## src/rtl/controle_rodadas_pkg.sv

```systemverilog
// Shared definitions for the round controller: state codes, last-round limits and
// the default play timeout.
package controle_rodadas_pkg;

  typedef enum logic [3:0] {
    StInicial      = 4'h0,
    StPrepara      = 4'h1,
    StIniciaRodada = 4'h2,
    StEspera       = 4'h3,
    StRegistra     = 4'h4,
    StCompara      = 4'h5,
    StProxEnd      = 4'h6,
    StProxRodada   = 4'h7,
    StFimAcerto    = 4'hA,
    StFimTimeout   = 4'hD,
    StFimErro      = 4'hE
  } estado_t;

  localparam logic [3:0]  UltimaRodadaCurto   = 4'd7;
  localparam logic [3:0]  UltimaRodadaLongo   = 4'd15;
  localparam int unsigned TimeoutCiclosPadrao = 5000;

  function automatic logic [3:0] ultima_rodada(input logic nivel);
    return nivel ? UltimaRodadaLongo : UltimaRodadaCurto;
  endfunction

endpackage

```

## src/rtl/contador_timeout.sv

```systemverilog
// Saturating per-play timeout counter; terminal asserts once Ciclos-1 cycles have elapsed.
module contador_timeout #(
  parameter int unsigned Ciclos = 5000
) (
  input  logic clock_i,
  input  logic reset_ni,
  input  logic clear_i,
  input  logic enable_i,
  output logic terminal_o
);

  localparam int unsigned Largura = (Ciclos > 1) ? $clog2(Ciclos) : 1;
  localparam logic [Largura-1:0] Fim = Largura'(Ciclos - 1);

  logic [Largura-1:0] count_q, count_d;

  always_comb begin
    count_d = count_q;
    if (clear_i) begin
      count_d = '0;
    end else if (enable_i && (count_q != Fim)) begin
      count_d = count_q + 1'b1;
    end
  end

  always_ff @(posedge clock_i) begin
    if (!reset_ni) begin
      count_q <= '0;
    end else begin
      count_q <= count_d;
    end
  end

  assign terminal_o = (count_q == Fim);

endmodule

```

## src/rtl/controle_rodadas.sv

```systemverilog
// Moore control unit for the memory game: sequences rounds and plays, drives the
// datapath strobes and reports win, mistake or timeout.
module controle_rodadas
  import controle_rodadas_pkg::*;
#(
  parameter int unsigned TIMEOUT_CICLOS = TimeoutCiclosPadrao
) (
  input  logic       clock,
  input  logic       reset,
  input  logic       iniciar,
  input  logic       sel_nivel,
  input  logic       jogada,
  input  logic       igual,
  input  logic       fim_end,
  input  logic [3:0] limite,
  output logic       zera_end,
  output logic       conta_end,
  output logic       zera_lim,
  output logic       conta_lim,
  output logic       zera_reg,
  output logic       registra,
  output logic       pronto,
  output logic       acertou,
  output logic       errou,
  output logic       db_timeout,
  output logic [3:0] db_estado
);

  estado_t estado_q, estado_d;
  logic    nivel_q, nivel_d;
  logic    jogada_q;
  logic    borda;
  logic    tmo_clear, tmo_enable, tmo_fim;

  // Only a fresh press counts; a key still held from the previous play is ignored.
  assign borda   = jogada & ~jogada_q;
  assign nivel_d = (estado_q == StPrepara) ? sel_nivel : nivel_q;

  contador_timeout #(
    .Ciclos(TIMEOUT_CICLOS)
  ) u_contador_timeout (
    .clock_i   (clock),
    .reset_ni  (reset),
    .clear_i   (tmo_clear),
    .enable_i  (tmo_enable),
    .terminal_o(tmo_fim)
  );

  always_ff @(posedge clock) begin
    if (!reset) begin
      estado_q <= StInicial;
      nivel_q  <= 1'b0;
      jogada_q <= 1'b0;
    end else begin
      estado_q <= estado_d;
      nivel_q  <= nivel_d;
      jogada_q <= jogada;
    end
  end

  always_comb begin
    estado_d   = estado_q;
    zera_end   = 1'b0;
    conta_end  = 1'b0;
    zera_lim   = 1'b0;
    conta_lim  = 1'b0;
    zera_reg   = 1'b0;
    registra   = 1'b0;
    pronto     = 1'b0;
    acertou    = 1'b0;
    errou      = 1'b0;
    db_timeout = 1'b0;
    tmo_clear  = 1'b0;
    tmo_enable = 1'b0;
    case (estado_q)
      StInicial: begin
        if (iniciar) estado_d = StPrepara;
      end
      StPrepara: begin
        zera_end = 1'b1;
        zera_lim = 1'b1;
        zera_reg = 1'b1;
        estado_d = StIniciaRodada;
      end
      StIniciaRodada: begin
        zera_end  = 1'b1;
        tmo_clear = 1'b1;
        estado_d  = StEspera;
      end
      StEspera: begin
        tmo_enable = 1'b1;
        // A press in the expiry cycle still counts as a play.
        if (borda) begin
          estado_d = StRegistra;
        end else if (tmo_fim) begin
          estado_d = StFimTimeout;
        end
      end
      StRegistra: begin
        registra = 1'b1;
        estado_d = StCompara;
      end
      StCompara: begin
        if (!igual) begin
          estado_d = StFimErro;
        end else if (!fim_end) begin
          estado_d = StProxEnd;
        end else if (limite == ultima_rodada(nivel_q)) begin
          estado_d = StFimAcerto;
        end else begin
          estado_d = StProxRodada;
        end
      end
      StProxEnd: begin
        conta_end = 1'b1;
        tmo_clear = 1'b1;
        estado_d  = StEspera;
      end
      StProxRodada: begin
        conta_lim = 1'b1;
        estado_d  = StIniciaRodada;
      end
      StFimAcerto: begin
        pronto  = 1'b1;
        acertou = 1'b1;
        if (iniciar) estado_d = StPrepara;
      end
      StFimErro: begin
        pronto = 1'b1;
        errou  = 1'b1;
        if (iniciar) estado_d = StPrepara;
      end
      StFimTimeout: begin
        pronto     = 1'b1;
        errou      = 1'b1;
        db_timeout = 1'b1;
        if (iniciar) estado_d = StPrepara;
      end
      default: estado_d = StInicial;
    endcase
  end

  assign db_estado = estado_q;

endmodule

```

## config.mk

```make
export PLATFORM = sky130hd
export DESIGN_NAME = controle_rodadas
export DESIGN_NICKNAME = d
export VERILOG_FILES = /design/src/rtl/controle_rodadas_pkg.sv /design/src/rtl/contador_timeout.sv /design/src/rtl/controle_rodadas.sv
export SDC_FILE = /design/constraint.sdc
export NUM_CORES = 1
export LEC_CHECK = 0
export ABC_CLOCK_PERIOD_IN_PS = 4150
export CORE_MARGIN = 5
export CORE_UTILIZATION = 56
export CTS_BUF_LIST = sky130_fd_sc_hd__clkbuf_2 sky130_fd_sc_hd__clkbuf_4 sky130_fd_sc_hd__clkbuf_8
export DETAILED_ROUTE_END_ITERATION = 8
export PLACE_DENSITY_LB_ADDON = 0.12
export SLEW_MARGIN = 20
export SYNTH_ARGS = -nofsm -noshare
export SYNTH_HDL_FRONTEND = slang
export SYNTH_SLANG_ARGS = --single-unit
```

## constraint.sdc

```tcl
create_clock -name clock -period 4.15 [get_ports clock]
set_input_delay 0.83 -clock clock [delete_from_list [all_inputs] [get_ports clock]]
set_output_delay 0.83 -clock clock [all_outputs]
set_load 0.03 [all_outputs]
```

# Yosys cells after proc, flatten, opt, wreduce, memory -nomap -nowiden
# Index checks and enable logic that the tools add are counted.
# totals
inputBits	11
out_inout_bits	14
wordCells	52
n_memories	0
romBits	0
latchBits	0
mem_bits_rw	0
register_bits	19
# op_classes
reduce_logical	10
n_bitwise	3
muxes	19
shifts	0
magnitude_cmp	0
add_sub_neg	1
div	0
n_mul	0
n_eq_ne	15
# ops
cell	n
$mux 4	7
$pmux 4 s6	1
$eq 4x3->1 const B	4
$add 13x1->13 const B	1
$eq 13x13->1 const B	1
$ne 13x13->1 const B	1
$eq 4x4->1 const B	3
$mux 1	11
$reduce_or 2->1	5
$eq 4x2->1 const B	2
$eq 4x1->1 const B	1
$eq 4x4->1	1
$logic_not 4->1	1
$reduce_or 4->1	1
$ne 3x3->1 const B	1
$reduce_or 3->1	1
$ne 2x1->1 const B	1
$not 1->1	2
$reduce_and 2->1	1
$and 1x1->1	1
$logic_and 1x1->1	1

# Logic depth before layout (Yosys ltp)
# logic_depth
ltp_word	6
ltp_mapped	6
ltp_nobuf	5

# By module
# Synthesis repeated with hierarchy kept, for this count alone.
# hier_totals
cells_unflattened	141
area_unflattened_um2	1277.5
# by_module_without_submodules
mod	cells_each	n_inst	area_per_inst_um2	seq_area_each_um2
contador_timeout	72	1	700.7	260.2
controle_rodadas	69	1	576.8	120.1

# Worst setup path before layout
# No wires, ideal clock.
# synth_timing
path_kind	register -> output
from	register estado_q[0] (netlist: db_estado[0])
to	output port zera_reg
n_path_buf	2
arrival_ps	2384
required_ps	3320
setup_slack_ps	936
path_stages_with_launch	4
cell_sequence	dfxtp_1 buf_2 nor4b_1 buf_4
# synth_via
elab_chain_len	2
# synth_lines
item	line	source
start, declared	controle_rodadas.sv:29	estado_t estado_q, estado_d;
start signal, assigned	controle_rodadas.sv:51	estado_q <= StInicial;
start signal, assigned	controle_rodadas.sv:55	estado_q <= estado_d;
$eq 4x1->1	-	
$mux 1	-	
end, declared	controle_rodadas.sv:20	output logic zera_reg,
# Every way passes these cells.

# Worst setup path in the final report
# layout_timing
from	register estado_q[0] (netlist: db_estado[0])
to	output port zera_reg
# layout_via
elab_chain_len	2
# layout_lines
item	line	source
$eq 4x1->1	controle_rodadas.sv:75	case (estado_q)
$mux 1	controle_rodadas.sv:75	
# Every way passes these cells.

==> metrics <==
post-synthesis sequential area ratio 31.8%; number of synthesized flops with an enable pin 0; crit start category flop; worst-skew pair later-pin latency ~300 ps; net count of the finished layout between 150 and 200; via count of the first global-routing pass between 1000 and 1500; Critical Path Sink Type output port; number of DRC markers in iteration 0 34; Post-CTS Hold Fix Bufs 0; number of clock sinks 19; total DRC errors in the routed layout 0; total iterations of the first detailed-routing run 4; Hold Path Class reg2reg; last weighted congestion value of the routability-driven placer 0.880; area share of the leading cell type in the synthesized netlist 31.8%; result of the run finished, final reports clean; TritonCTS clock tree done; FMAX 321 MHz; I/O Buffers 24; commonest cells in the synthesized netlist dfxtp_1, a21oi_1, nand2_1; RSZ-0062 raised after global routing no; clock tree buffer depth 2; worst slew margin relative to its limit 58.4%; count of filler cells inserted in the layout around 160; Peak supply drop 0.279 mV; Setup WS post-layout 1040 ps; root cell of the clock tree clkbuf_4; n_diodes 0; synthesized instance count between 100 and 150; minimum setup slack after placement between 1000 and 1500 ps; clock transition time at the flip-flop clock pins of the worst setup and hold paths about 110 ps; die outline height 56.2 µm; worst endpoint required time ~3300 ps; dpl hpwl between 2000 and 2500 µm; dominant register cell in the synthesized netlist dfxtp_1; Cell Area, Synth ~1200 µm²; Area Overhead vs Synth 22.5%; Die Area 3160 µm²; number of endpoints with negative hold slack in the final report 0; Post-Route Skew between 5 and 6 ps; final WL between 2000 and 3000 µm; biggest area contributors in the synthesized netlist dfxtp_1, a21oi_1, o21ai_0; global-route total usage across every layer 18.7%; TritonCTS buffer count 3; Final Setup Violations 0; class of the most critical setup path reg2out; Post-CTS Setup Inserts 0; number of antenna violations at the first check in global routing 0; largest net degree at the start of global routing 18; average instance area after synthesis ~8.3 µm²; count of nets left with antenna violations after detail routing 0; leakage power of the design 0.463 nW; Final Slew Violations 0; final worst path period need a little over 3000 ps; initial cell density of the core between 50% and 60%; number of library cell types mapped by synthesis 44; cts repair resizes 0; total number of vias between 1000 and 1500; Data arrival, critical path ~2300 ps; leading cell type by number of instances after synthesis dfxtp_1; wire per inst 14.6 µm; proportion of layout cells with a drive suffix above 1 6.67%; total number of yosys warnings 0; Power Dens Cells just under 400 nW/µm²; Synthesized Nets roughly 160; library cell with the largest summed area after synthesis dfxtp_1; Horiz. Die Dim 56.2 µm; number of I/O pins 25; Placeable Area 2000 µm²; first-pass GRT wire length between 4000 and 5000 µm; # Max-Cap Violations 0; final period utilization between 70% and 80%; total power draw approximately 560 µW; total congestion overflow 0; actual slew at the worst max-slew pin between 600 and 700 ps; Layout Utilization between 70% and 80%; critical path peak fanout 15; placement row count 16; sum of negative setup slack 0 ps; post-synthesis register bit count 19; drt via density slightly above 6; proportion of synthesized flip-flops having asynchronous set or reset 0%; tightest hold margin 496 ps; H-tree depth 1
state kept, by name, summed over array words and instances (netlist names):
| register | count |
|---|---|
| db_estado | 4 |
| nivel_q | 1 |
| jogada_q | 1 |
| u_contador_timeout.count_q | 13 |
worst max-delay path, cell delays in order (launching register included):
cell             delay, ps
dfxtp_1                600
nor4b_1                570
clkdlybuf4s50_1        810
per-stage QoR:
stage / instances / area [µm²]
floorplan: 144 / 1190
global placement: 188 / 1430
detailed placement: 188 / 1430
CTS: 192 / 1460
global route: 192 / 1460
finish: 192 / 1460
logic make-up after synthesis:
| kind of cell | count (synthesis) | share of synthesized area, % |
|---|---|---|
| AOI/OAI and AO/OA | 38 | 23.0 |
| muxes | 4 | 3.35 |
| and+or+nand+nor | 65 | 33.1 |
| buffers and inverters | 14 | 5.44 |
| adders and majority gates | 1 | 1.05 |
| DFF | 19 | 31.8 |
| xor gates and xnor gates | 3 | 2.20 |
layer usage:
metal | share of wire (%) | global-route usage, %
met1 | 46 | 24.9
met2 | 48 | 29.5
met3 | 4.9 | 4.87
met4 | 0.68 | 5.76
met5 | 0 | 0
layout by cell type, fill, tap and decap left out, types with 6 or more instances in the layout:
| cell | count |
|---|---|
| or4_1 | 6 |
| dfxtp_1 | 19 |
| nand2_1 | 10 |
| a21oi_1 | 11 |
| nor3_1 | 7 |
| or3_1 | 6 |
| inv_1 | 6 |
| clkdlybuf4s50_1 | 24 |
| o21ai_0 | 9 |
| nand4_1 | 6 |
power by group:
group	internal [mW]	switching [mW]
clock	0.0440	0.0561
sequential	0.195	0.0359
combinational	0.106	0.128
final timing paths:
check / start / endpoint / slack, ps / cells past startpoint
setup / recovery: db_estado[0] / zera_reg / 1040 / 2
hold / removal: u_contador_timeout.count_q[11] / u_contador_timeout.count_q[11] / 500 / 2
setup reg to reg: u_contador_timeout.count_q[5] / db_estado[1] / 2230 / 4
hold reg to reg: u_contador_timeout.count_q[11] / u_contador_timeout.count_q[11] / 500 / 2
layout make-up:
cell class | count | area, µm² | area share [%]
Tap cell | 27 | 33.8 | 2.31
Timing Repair Buffer | 25 | 248 | 16.9
Clock buffer | 4 | 30.0 | 2.05
Sequential cell | 19 | 380 | 26.0
Inverter | 6 | 22.5 | 1.54
Multi-Input combinational cell | 111 | 749 | 51.2
Note: power is estimated with default switching activity, not from simulation.
